===== config.mk =====
export PLATFORM = sky130hd
export DESIGN_NAME = fb_bank_scheduler_flat
export DESIGN_NICKNAME = d
export VERILOG_FILES = /design/src/rtl/fb_bank_scheduler_pkg.sv /design/src/rtl/fb_bank_scheduler_if.sv /design/src/rtl/fb_bank_scheduler_sat_counter.sv /design/src/rtl/fb_bank_scheduler.sv /design/src/flat_wrapper.sv
export SDC_FILE = /design/constraint.sdc
export NUM_CORES = 1
export LEC_CHECK = 0
export BUFFER_PORTS_ARGS = -buffer_cell sky130_fd_sc_hd__buf_2
export CORE_ASPECT_RATIO = 0.5
export CORE_MARGIN = 3
export CORE_UTILIZATION = 55
export CTS_CLUSTER_SIZE = 14
export DETAILED_ROUTE_END_ITERATION = 8
export GPL_TIMING_DRIVEN = 0
export PLACE_DENSITY = 0.82
export SLEW_MARGIN = 20
export SYNTH_ARGS = -nofsm -noshare
export SYNTH_HDL_FRONTEND = slang
export SYNTH_SLANG_ARGS = --single-unit
export TNS_END_PERCENT = 5

===== constraint.sdc =====
create_clock -name clk25 -period 6.5 [get_ports clk25]
set_input_delay 0.65 -clock clk25 [delete_from_list [all_inputs] [get_ports clk25]]
set_output_delay 0.65 -clock clk25 [all_outputs]
set_load 0.01 [all_outputs]

===== src/rtl/fb_bank_scheduler_pkg.sv =====
// fb_sched_pkg: shared types and helpers for the triple-buffer bank scheduler.
//   bank_t      : frame bank index (0..NBANK-1)
//   wstate_t    : writer FSM state
//   third_bank  : bank that is neither a nor b (a, b assumed distinct)
package fb_sched_pkg;

  typedef logic [1:0] bank_t;

  localparam int NBANK = 3;

  typedef enum logic [0:0] {
    W_IDLE   = 1'b0,
    W_ACTIVE = 1'b1
  } wstate_t;

  // Walk downward so the lowest free index wins; with a != b exactly one
  // index survives anyway.
  function automatic bank_t third_bank(input bank_t a, input bank_t b);
    bank_t r;
    r = '0;
    for (int i = NBANK - 1; i >= 0; i--) begin
      if (bank_t'(i) != a && bank_t'(i) != b) r = bank_t'(i);
    end
    return r;
  endfunction

endpackage


===== src/rtl/fb_bank_scheduler_if.sv =====
// fb_bank_scheduler_if: frame-sync pulses in, bank ownership/status out.
//   wr_sof/wr_eof : writer frame start / last word (one-cycle pulses)
//   rd_sof        : VGA frame start (one-cycle pulse)
//   pause         : level, freezes the displayed bank
//   wr_bank/rd_bank, wr_base/rd_base : bank ownership and base addresses
//   ready_vld     : a complete undisplayed frame is held
//   drop_cnt/repeat_cnt : saturating event counters
// master = frame source/sink side, slave = scheduler.
interface fb_bank_scheduler_if #(
  parameter int ADDR_W = 20,
  parameter int CNT_W  = 16
);
  import fb_sched_pkg::*;

  logic              wr_sof;
  logic              wr_eof;
  logic              rd_sof;
  logic              pause;
  bank_t             wr_bank;
  bank_t             rd_bank;
  logic [ADDR_W-1:0] wr_base;
  logic [ADDR_W-1:0] rd_base;
  logic              ready_vld;
  logic [CNT_W-1:0]  drop_cnt;
  logic [CNT_W-1:0]  repeat_cnt;

  modport master (
    output wr_sof, wr_eof, rd_sof, pause,
    input  wr_bank, rd_bank, wr_base, rd_base, ready_vld, drop_cnt, repeat_cnt
  );

  modport slave (
    input  wr_sof, wr_eof, rd_sof, pause,
    output wr_bank, rd_bank, wr_base, rd_base, ready_vld, drop_cnt, repeat_cnt
  );

endinterface


===== src/rtl/fb_bank_scheduler_sat_counter.sv =====
// fb_sat_counter: event counter that sticks at all-ones.
//   clk25 : clock
//   rst   : synchronous active-high clear
//   inc   : count one event this cycle
//   q     : count value
module fb_sat_counter #(
  parameter int CNT_W = 16
) (
  input  logic             clk25,
  input  logic             rst,
  input  logic             inc,
  output logic [CNT_W-1:0] q
);

  logic [CNT_W-1:0] r_q;

  always_ff @(posedge clk25) begin
    if (rst)                    r_q <= '0;
    else if (inc && r_q != '1)  r_q <= r_q + 1'b1;
  end

  assign q = r_q;

endmodule


===== src/rtl/fb_bank_scheduler.sv =====
// fb_bank_scheduler: triple-buffer bank scheduler between the core writer
// and the VGA reader. One bank is written (W), one displayed (R); the third
// (X = third_bank(W,R)) holds the newest complete frame when ready_vld=1,
// otherwise it is free.
//   clk25 : clock, all outputs registered
//   rst   : synchronous active-high reset
//   bus   : slave side of fb_bank_scheduler_if (pulses in, banks/counts out)
module fb_bank_scheduler
  import fb_sched_pkg::*;
#(
  parameter int FRAME_WORDS = 307200,
  parameter int ADDR_W      = 20,   // needs 3*FRAME_WORDS <= 2**ADDR_W
  parameter int CNT_W       = 16
) (
  input  logic                clk25,
  input  logic                rst,
  fb_bank_scheduler_if.slave  bus
);

  function automatic logic [ADDR_W-1:0] base_of(input bank_t b);
    case (b)
      2'd1:    return ADDR_W'(FRAME_WORDS);
      2'd2:    return ADDR_W'(2 * FRAME_WORDS);
      default: return '0;
    endcase
  endfunction

  wstate_t           r_wstate;
  bank_t             r_wbank;
  bank_t             r_rbank;
  logic              r_ready;
  logic [ADDR_W-1:0] r_wbase;
  logic [ADDR_W-1:0] r_rbase;

  wstate_t w_wstate_nxt;
  bank_t   w_wbank_nxt;
  bank_t   w_rbank_nxt;
  logic    w_ready_nxt;
  logic    w_rd_evt;
  logic    w_take;
  logic    w_commit;
  logic    w_drop_inc;
  logic    w_rep_inc;

  assign w_rd_evt = bus.rd_sof && !bus.pause;
  assign w_take   = w_rd_evt && r_ready;
  assign w_commit = (r_wstate == W_ACTIVE) && bus.wr_eof;

  // Reader resolves first against the pre-cycle state; the commit then sees
  // the post-reader R/ready, so a same-cycle take frees the old R for W.
  always_comb begin
    w_wbank_nxt = r_wbank;
    w_rbank_nxt = r_rbank;
    w_ready_nxt = r_ready;
    w_drop_inc  = 1'b0;
    w_rep_inc   = w_rd_evt && !r_ready;

    if (w_take) begin
      w_rbank_nxt = third_bank(r_wbank, r_rbank);
      w_ready_nxt = 1'b0;
    end

    // Either case the writer moves to X and the old W becomes READY; if X
    // was already READY its frame is overwritten unseen.
    if (w_commit) begin
      w_drop_inc  = w_ready_nxt;
      w_wbank_nxt = third_bank(r_wbank, w_rbank_nxt);
      w_ready_nxt = 1'b1;
    end
  end

  // An aborted frame (sof while active) restarts in the same bank. An eof
  // and sof together while active commits and immediately opens the next
  // frame in the new bank.
  always_comb begin
    w_wstate_nxt = r_wstate;
    case (r_wstate)
      W_IDLE:   if (bus.wr_sof) w_wstate_nxt = W_ACTIVE;
      W_ACTIVE: if (bus.wr_eof) w_wstate_nxt = bus.wr_sof ? W_ACTIVE : W_IDLE;
      default:  w_wstate_nxt = W_IDLE;
    endcase
  end

  always_ff @(posedge clk25) begin
    if (rst) begin
      r_wstate <= W_IDLE;
      r_wbank  <= 2'd0;
      r_rbank  <= 2'd2;
      r_ready  <= 1'b0;
      r_wbase  <= '0;
      r_rbase  <= ADDR_W'(2 * FRAME_WORDS);
    end else begin
      r_wstate <= w_wstate_nxt;
      r_wbank  <= w_wbank_nxt;
      r_rbank  <= w_rbank_nxt;
      r_ready  <= w_ready_nxt;
      // From next-state banks so bases never lag the bank outputs.
      r_wbase  <= base_of(w_wbank_nxt);
      r_rbase  <= base_of(w_rbank_nxt);
    end
  end

  fb_sat_counter #(.CNT_W(CNT_W)) u_drop_cnt (
    .clk25 (clk25),
    .rst   (rst),
    .inc   (w_drop_inc),
    .q     (bus.drop_cnt)
  );

  fb_sat_counter #(.CNT_W(CNT_W)) u_repeat_cnt (
    .clk25 (clk25),
    .rst   (rst),
    .inc   (w_rep_inc),
    .q     (bus.repeat_cnt)
  );

  assign bus.wr_bank   = r_wbank;
  assign bus.rd_bank   = r_rbank;
  assign bus.ready_vld = r_ready;
  assign bus.wr_base   = r_wbase;
  assign bus.rd_base   = r_rbase;

endmodule


===== src/flat_wrapper.sv =====
// flat-port wrapper written by rule: the top's interface ports become plain ports
module fb_bank_scheduler_flat import fb_sched_pkg::*;
#(
  parameter int FRAME_WORDS = 307200,
  parameter int ADDR_W      = 20,                                      
  parameter int CNT_W       = 16
)
  (clk25, rst, bus_wr_sof, bus_wr_eof, bus_rd_sof, bus_pause, bus_wr_bank, bus_rd_bank, bus_wr_base, bus_rd_base, bus_ready_vld, bus_drop_cnt, bus_repeat_cnt);
  fb_bank_scheduler_if #(.ADDR_W(ADDR_W), .CNT_W(CNT_W)) bus_i ();
  input  logic clk25;
  input  logic rst;
  input wire logic [$bits(bus_i.wr_sof)-1:0] bus_wr_sof;
  input wire logic [$bits(bus_i.wr_eof)-1:0] bus_wr_eof;
  input wire logic [$bits(bus_i.rd_sof)-1:0] bus_rd_sof;
  input wire logic [$bits(bus_i.pause)-1:0] bus_pause;
  output wire logic [$bits(bus_i.wr_bank)-1:0] bus_wr_bank;
  output wire logic [$bits(bus_i.rd_bank)-1:0] bus_rd_bank;
  output wire logic [$bits(bus_i.wr_base)-1:0] bus_wr_base;
  output wire logic [$bits(bus_i.rd_base)-1:0] bus_rd_base;
  output wire logic [$bits(bus_i.ready_vld)-1:0] bus_ready_vld;
  output wire logic [$bits(bus_i.drop_cnt)-1:0] bus_drop_cnt;
  output wire logic [$bits(bus_i.repeat_cnt)-1:0] bus_repeat_cnt;
  assign bus_i.wr_sof = bus_wr_sof;
  assign bus_i.wr_eof = bus_wr_eof;
  assign bus_i.rd_sof = bus_rd_sof;
  assign bus_i.pause = bus_pause;
  assign bus_wr_bank = bus_i.wr_bank;
  assign bus_rd_bank = bus_i.rd_bank;
  assign bus_wr_base = bus_i.wr_base;
  assign bus_rd_base = bus_i.rd_base;
  assign bus_ready_vld = bus_i.ready_vld;
  assign bus_drop_cnt = bus_i.drop_cnt;
  assign bus_repeat_cnt = bus_i.repeat_cnt;
  fb_bank_scheduler #(.FRAME_WORDS(FRAME_WORDS), .ADDR_W(ADDR_W), .CNT_W(CNT_W)) u_core (.clk25(clk25), .rst(rst), .bus(bus_i));
endmodule

* Yosys cells after proc, flatten, opt, wreduce, memory -nomap -nowiden
Cells that the tools add are included.
** Operators by class
- Add/subtract/negate cells :: 2
- Equal/unequal tests :: 12
- Muxes and demuxes :: 16
- Bitwise gates (word level) :: 1
- Reductions and logical operators :: 17
** Operators with widths (count)
- one-hot mux 20 bit (2 select lines) :: 2
- adder 16 x 1 -> 16 bit (second input constant) :: 2
- inequality test 16 bit (second input constant) :: 2
- two-way mux 2 bit :: 8
- logical AND 1 bit :: 12
- inequality test 1 x 2 -> 1 bit (first input constant) :: 3
- inequality test 2 bit (first input constant) :: 3
- nonzero test 2 bit :: 3
- two-way mux 1 bit :: 5
- == test 2 x 1 -> 1 bit (second input constant) :: 2
- == test 2 bit (second input constant) :: 2
- logical NOT 1 bit :: 2
- one-hot mux 1 bit (2 select lines) :: 1
- inverter 1 bit :: 1
** Storage, ports and cells
- Bits in registers :: 78
- Bits of input ports :: 6
- Output and inout bits :: 77
- Logic and storage cells :: 56

* Longest topological paths before layout
Gate-level depths: netlist (run 1).
- Depth in word-level cells :: 14
- Gate-level depth with buffers :: 11
- Gate-level depth less buffers :: 10

* Modules after synthesis
Synthesis (run 1) repeated with hierarchy kept, for this count alone.
** Second synthesis, totals
- Cell total of the unflattened synthesis :: 291
- Area total of the unflattened synthesis :: 2507.4 µm²
** By module, submodules not included
- fb_sat_counter :: instances 2, cells each 99, area each 848.3 µm², sequential area each 320.3 µm²
- fb_bank_scheduler :: instances 1, cells each 93, area each 810.8 µm², sequential area each 240.2 µm²

* Worst setup path before layout (run 1)
Ideal clock, no wire load.
- Path kind :: input to register
- Start :: in bus_pause
- End :: reg u_core.r_wbase[13] (netlist: u_core.bus.wr_base[13])
- Setup time :: 0.066 ns
- Arrival time :: 2.383 ns
- Data required time :: 6.434 ns
- Path slack :: 4.051 ns
- Cell stages on the path :: 9
- Path buffers :: 0
- Path through :: nand3b_1 > a2111oi_0 > a21oi_1 > inv_1 > ha_1 > mux2i_1 > o41ai_1 > ha_1 > nor2_1
** On the way
- Cells in the longest elaborated chain, start to end :: 12
- Elaborated cells on any way between the ends :: 17
- Those cells by class :: eq/ne (4); mux (6); reduce/logical (7)
** RTL lines
- start, declared :: line flat_wrapper.sv:15 : input wire logic [$bits(bus_i.pause)-1:0] bus_pause;
- logical NOT 1 bit * :: line fb_bank_scheduler.sv:45 : assign w_rd_evt = bus.rd_sof && !bus.pause;
- logical AND 1 bit * :: line fb_bank_scheduler.sv:45
- logical AND 1 bit * :: line fb_bank_scheduler.sv:46 : assign w_take = w_rd_evt && r_ready;
- two-way mux 2 bit * :: line fb_bank_scheduler.sv:58 : if (w_take) begin
- net u_core.w_rbank_nxt[0] :: line fb_bank_scheduler.sv:37 : bank_t w_rbank_nxt;
- inequality test 2 bit :: line fb_bank_scheduler_pkg.sv:22 : if (bank_t'(i) != a && bank_t'(i) != b) r = bank_t'(i);
- logical AND 1 bit :: line fb_bank_scheduler_pkg.sv:22
- two-way mux 2 bit (2 in a row) :: line fb_bank_scheduler_pkg.sv:22
- two-way mux 2 bit * :: line fb_bank_scheduler_pkg.sv:22
- two-way mux 2 bit * :: line fb_bank_scheduler.sv:65 : if (w_commit) begin
- == test 2 bit or == test 2 x 1 -> 1 bit (tied branches) :: line fb_bank_scheduler.sv:21 : case (b)
- one-hot mux 20 bit (2 select lines) * :: line fb_bank_scheduler.sv:21
- end signal, assigned :: line fb_bank_scheduler.sv:98 : r_wbase <= base_of(w_wbank_nxt);
- end, declared :: line fb_bank_scheduler.sv:32 : logic [ADDR_W-1:0] r_wbase;
The timed path passes the listed nets; every way through them passes the cells marked *.
A chain may end at the register's enable or synchronous reset.

* Worst setup path after layout (run 1)
Ends and elaborated chain as after synthesis.

==> metrics.yaml, run 1 <==
routing:
  postRouteWirelength_um: 5760
  routedWlPerCell_um: 13.4
  via_per_inst: 5.49
  drc: 0
  num_vias: 2359
  ant_nets: 0
  dr.pass1.iters: 4
  drt_iter0_drc: 100
clock_tree:
  clkLatencyLatePin_ns: 0.31
  hold_buffers: 0
  cts-htree-levels: 2
  cts_made_buffers: 5
  cts_tree: "done"
  post_cts_resized: 0
  cts_buffer_depth: 2
  cts_sinks: 44
  clkTransAtPathRegs_ns: 0.09
  post_cts_buffers: 0
  root_buffer: "clkbuf_8"
layout:
  final_cell_mix: "buf_2, dfxtp_1, buf_4"
  area_growth_pct: 21.1
  final_nets: 389
  final_area_mm2: 0.00310
  final_cells: 430
  final_common_cell: "buf_2"
  diodes: 0
  final_util_pct: 74.1
  drive_gt1_share_pct: 32.2
sta:
  finClkSkew_ns: 0.0133
  relSlewSlack_pct: 64.0
  finalCritPeriodShare_pct: 40.2
  setup_tns_ns: 0
  fin_ws_ns: 3.89
  hold-worst-slack_ns: 0.535
  setup_violations: 0
  min_period_ns: 2.61
  max_freq_mhz: 383
  rsz0062_at_grt: "false"
  hold_violations: 0
  slew_violations: 0
  tightest_slew_ns: 0.539
power:
  power_uw: 531
  p_leak_nw: 1.45
  powerDensity_mw_per_mm2: 171
  peakVddDrop_mv: 0.113
yosys:
  syn_inst: 289
  synthArstFlopShare_pct: 0
  synth_warnings: 0
  synth_cell_type_count: 54
  synth_edf_count: 0
  seq_area_frac_synth_pct: 34.4
  synth.ff_latch_count: 44
  synth_top_flop_cell: "dfxtp_1"
  syn_area_per_cell_um2: 8.86
  netlist_area_mm2: 0.00256
die:
  die_x_um: 102
  start_util_pct: 61.2
  core-area_mm2: 0.00418
  die-area_mm2: 0.00556
  row_count: 16
  die-height_um: 54.2
  ios: 83
grt:
  antenna_found_initial: 0
  grt_pass1_vias: 2181
  grt_max_degree: 13
  overflow: 0
  grt_pass1_wl_um: 9680
  track_usage_pct: 22.3
setup_path:
  crit_path_end_kind: "flop"
  worstPathArrival_ns: 2.86
  crit_type: "primary input to flop"
  start_kind: "primary input"
  critical_path.max_fanout: 5
  worst-endpoint-required_ns: 6.75
placed_design:
  pre_cts_slack_ns: 3.61
  gp_congestion: 0.862
  hpwl_um: 4480
  dp_cells: 424
  placed_cell_area_mm2: 0.00300
  io_buffers: 56
status:
  status: "completed"
run:
  drv_cap: 0
worst_hold_path:
  hp-class: "flop to flop"
-- state kept, by name, summed over array words and instances (netlist names) --
register and flops:
u_core.bus.rd_bank 2, u_core.bus.ready_vld 1, u_core.bus.wr_base 3, u_core.bus.rd_base 3, u_core.u_repeat_cnt.q 16, u_core.bus.wr_bank 2
u_core.u_drop_cnt.q 16, u_core.r_wstate 1
-- area by class of cell --
type	count	area (um^2)
plain buffers	42	298
clock buffers	5	68.8
clock inverters	1	30.0
fillers	340	1080
inverters	8	30.0
multi-input cells	220	1450
flip-flops and latches	44	881
well taps	54	67.6
repair buffers	56	280
-- critical path, stage by stage --
cell and delay [ns]:
buf_2 0.13, nand3b_1 0.24, a2111oi_0 0.46, a21oi_1 0.16, inv_1 0.09, ha_1 0.19, mux2i_1 0.10, o41ai_1 0.42
ha_1 0.32, nor2_1 0.09
-- report_power, final --
part | switching [mW] | leakage, nW | internal (mW)
combinational | 0.0293 | 1.04 | 0.0235
clock | 0.0921 | 0.0501 | 0.110
sequential | 0.00307 | 0.356 | 0.273
-- metal layers --
metal,track usage (%),wire (um)
met1,26.7,2540
met2,40.2,2670
met3,5.09,466
met4,7.84,85
met5,0,0
-- final timing paths --
path | startpoint | end | slack, ns | depth (start not counted)
max | bus_pause | u_core.bus.wr_base[13] | 3.89 | 10
min | u_core.u_drop_cnt.q[1] | u_core.u_drop_cnt.q[1] | 0.54 | 2
max reg2reg | u_core.bus.ready_vld | u_core.bus.wr_base[13] | 3.95 | 10
min reg2reg | u_core.u_drop_cnt.q[1] | u_core.u_drop_cnt.q[1] | 0.54 | 2
-- Yosys cell counts (all sizes together), types with 3 or more instances --
cell type	count	area, um^2
o21ai	8	40.0
nor2b	14	87.6
mux2	9	101
and3	4	25.0
nor3	9	50.1
or4	8	60.1
or2	3	18.8
and4	4	35.0
o41ai	3	45.1
o31ai	7	52.6
dfxtp	44	881
nand2	15	56.3
nor4	12	90.1
or3	5	31.3
nand3	8	40.0
buf	38	283
a21oi	18	90.1
nor2	20	75.1
ha	6	75.1
nand4	12	124
clkbuf	4	15.0
inv	8	30.0
-- cells by family after synthesis --
family / share of synthesized area, %
XOR/XNOR: 1.03
flip-flops: 34.4
multiplexers: 4.74
AND/OR/NAND/NOR: 31.5
buffers and inverters: 12.8
adder cells (fa/ha/maj): 2.93
other: 0.146
AO/OA/AOI/OAI: 12.5
(Power assumes the default switching activity.)
==> run 2, diff against run 1 <==
Settings changed: CORE_UTILIZATION 55 to 46, PLACE_DENSITY 0.82 to 0.72.
Clock period 6.5 ns to 2.2 ns, I/O delays scaled along.
==> metrics.yaml, run 2 (synthesis results as in run 1) <==
status:
  status: "completed"
setup_path:
  worstReg2RegStart: "u_core.bus.ready_vld"
  r2r_cells: 10  # unchanged
  cp_num_buf_inv: 1  # -1
  r2r-end: "u_core.bus.wr_base[13]"
  slowest_delay_ns: 0.36  # -0.10 ns
  reg2reg_slack_ns: 0.03  # -3.92 ns
  crit_path_end_kind: "flop"
  start_kind: "flop"
  crit_type: "flop to flop"
  critical_path.max_fanout: 4  # -1
  crit_path_top_delay_cell: "a2111oi_4"
  path_cells: "nand3b_1 -> buf_6 -> a2111oi_4 -> a21oi_4 -> ha_4 -> and4b_1 -> o21ai_2 -> o41ai_2 -> ha_1 -> nor2_1"
  worstPathArrival_ns: 2.34  # -0.52 ns
  cp_top_family: "compound AO/OA/AOI/OAI gates"
  worst-endpoint-required_ns: 2.37  # -4.38 ns
grt:
  track_usage_pct: 18.3  # -4.0 points
  overflow: 0  # unchanged
  grt_pass1_vias: 2164  # -0.78%
  antenna_found_initial: 0  # unchanged
  grt_max_degree: 14  # +1
  grt_pass1_wl_um: 9990  # +3.2%
layout:
  final_util_pct: 64.3  # -9.8 points
  fillers: 439  # +29%
  diodes: 0  # unchanged
  multiInputGateArea_mm2: 0.00155  # +7.2%
  seq_area_um2: 885  # +0.43%
  drive_gt1_share_pct: 38.3  # +6.2 points
  final_common_cell: "buf_2"
  final_cell_mix: "buf_2, buf_4, dfxtp_1"
  final_cells: 456  # +6.0%
  area_growth_pct: 28.9
  final_area_mm2: 0.00330  # +6.5%
  final_nets: 397  # +2.1%
sta:
  min_period_ns: 2.17
  finalCritPeriodShare_pct: 98.6
  relSlewSlack_pct: 64.4  # +0.40 points
  finClkSkew_ns: 0.00858  # -0.00472 ns
  fin_ws_ns: 0.0314  # -3.86 ns
  max_freq_mhz: 461
  tightest_slew_ns: 0.533  # -0.00593 ns
  slew_violations: 0  # unchanged
  hold_violations: 0  # unchanged
  setup_violations: 0  # unchanged
  rsz0062_at_grt: "true"
worst_hold_path:
  hold_depth: 3  # +1
  hp-class: "primary input to flop"
  hold_end: "u_core.r_wstate"
  hp-start: "bus_wr_sof"
die:
  ios: 83  # unchanged
  start_util_pct: 49.9  # -11 points
  die-height_um: 58.8  # +8.3%
  row_count: 18  # +2
  core-area_mm2: 0.00513  # +23%
  die_x_um: 112  # +8.8%
  die-area_mm2: 0.00655  # +18%
routing:
  ant_nets: 0  # unchanged
  drt_iter0_drc: 88  # -12%
  routedWlPerCell_um: 13.0  # -3.2%
  via_per_inst: 5.11  # -6.8%
  dr.pass1.iters: 6  # +2
  num_vias: 2331  # -1.2%
  postRouteWirelength_um: 5910  # +2.6%
  drc: 0  # unchanged
clock_tree:
  cts_made_buffers: 5  # unchanged
  hold_buffers: 0  # unchanged
  cts_sinks: 44  # unchanged
  clkLatencyLatePin_ns: 0.30  # about the same
  clkTransAtPathRegs_ns: 0.09  # about the same
  root_buffer: "clkbuf_8"
  cts-htree-levels: 2  # unchanged
  cts_tree: "done"
  cts_buffer_depth: 2  # unchanged
placed_design:
  dp_cells: 440  # +3.8%
  pre_cts_slack_ns: -0.202  # -3.82 ns
  io_buffers: 56  # unchanged
  hpwl_um: 4360  # -2.6%
  placed_cell_area_mm2: 0.00304  # +1.1%
  gp_congestion: 0.866  # +0.44%
power:
  powerDensity_mw_per_mm2: 485  # +180%
  peakVddDrop_mv: 0.286  # +150%
  p_leak_nw: 1.50  # +3.9%
run:
  drv_cap: 0  # unchanged
-- run 2: cell count changes in the layout (fill, tap and decap cells not counted), sizes merged --
cell / delta
clkbuf: +1
clkinv: +1
buf: +8
-- run 2: layer usage --
metal | GRT usage [%] | wire, um
met4 | 4.51 | 40
met3 | 4.52 | 385
met1 | 22.9 | 2750
met5 | 0 | 0
met2 | 32.5 | 2740
-- run 2: final cells by class --
cell class                 count  share of cell area, %
multi-input combinational    220                   46.9
sequential                    44                   26.8
timing repair buffer          65                   10.8
buffer                        41                   8.68
tap                           70                   2.65
clock buffer                   6                   2.20
clock inverter                 2                   1.06
inverter                       8                  0.910
-- run 2: how the worst max path moves through the flow --
stage,from,to,cells after the start
final,u_core.bus.ready_vld,u_core.bus.wr_base[13],10
after global routing,u_core.bus.ready_vld,u_core.bus.wr_base[13],10
after CTS,u_core.bus.ready_vld,u_core.bus.wr_base[13],11
after detailed placement,u_core.bus.ready_vld,u_core.bus.wr_base[13],11
after global placement,u_core.bus.ready_vld,u_core.bus.wr_base[13],10
after floorplan,u_core.bus.ready_vld,u_core.bus.wr_base[13],10
-- run 2: through the flow --
step                setup TNS, ns  power (mW)  hold WS [ns]
finish                          0        1.60         0.135
global route               -0.241        1.67         0.138
CTS                             0        1.60         0.134
detailed placement         -0.403       0.987         0.448
global placement           -0.248       0.985         0.426
floorplan                       0       0.951         0.337
-- run 2: worst min-delay path: stages --
cell     delay, ns
buf_2         0.08
a21oi_1       0.03
nor2_1        0.07
-- run 2: repair_timing --
item                       in CTS  in global routing
setup endpoints to repair       4                  4
setup buffers                   5                  4
resized for setup              13                 11
pin swaps                      10                  7
-- run 2: power by group --
part           internal [mW]  switching, mW
clock                  0.337          0.277
sequential             0.807        0.00970
combinational         0.0786         0.0927
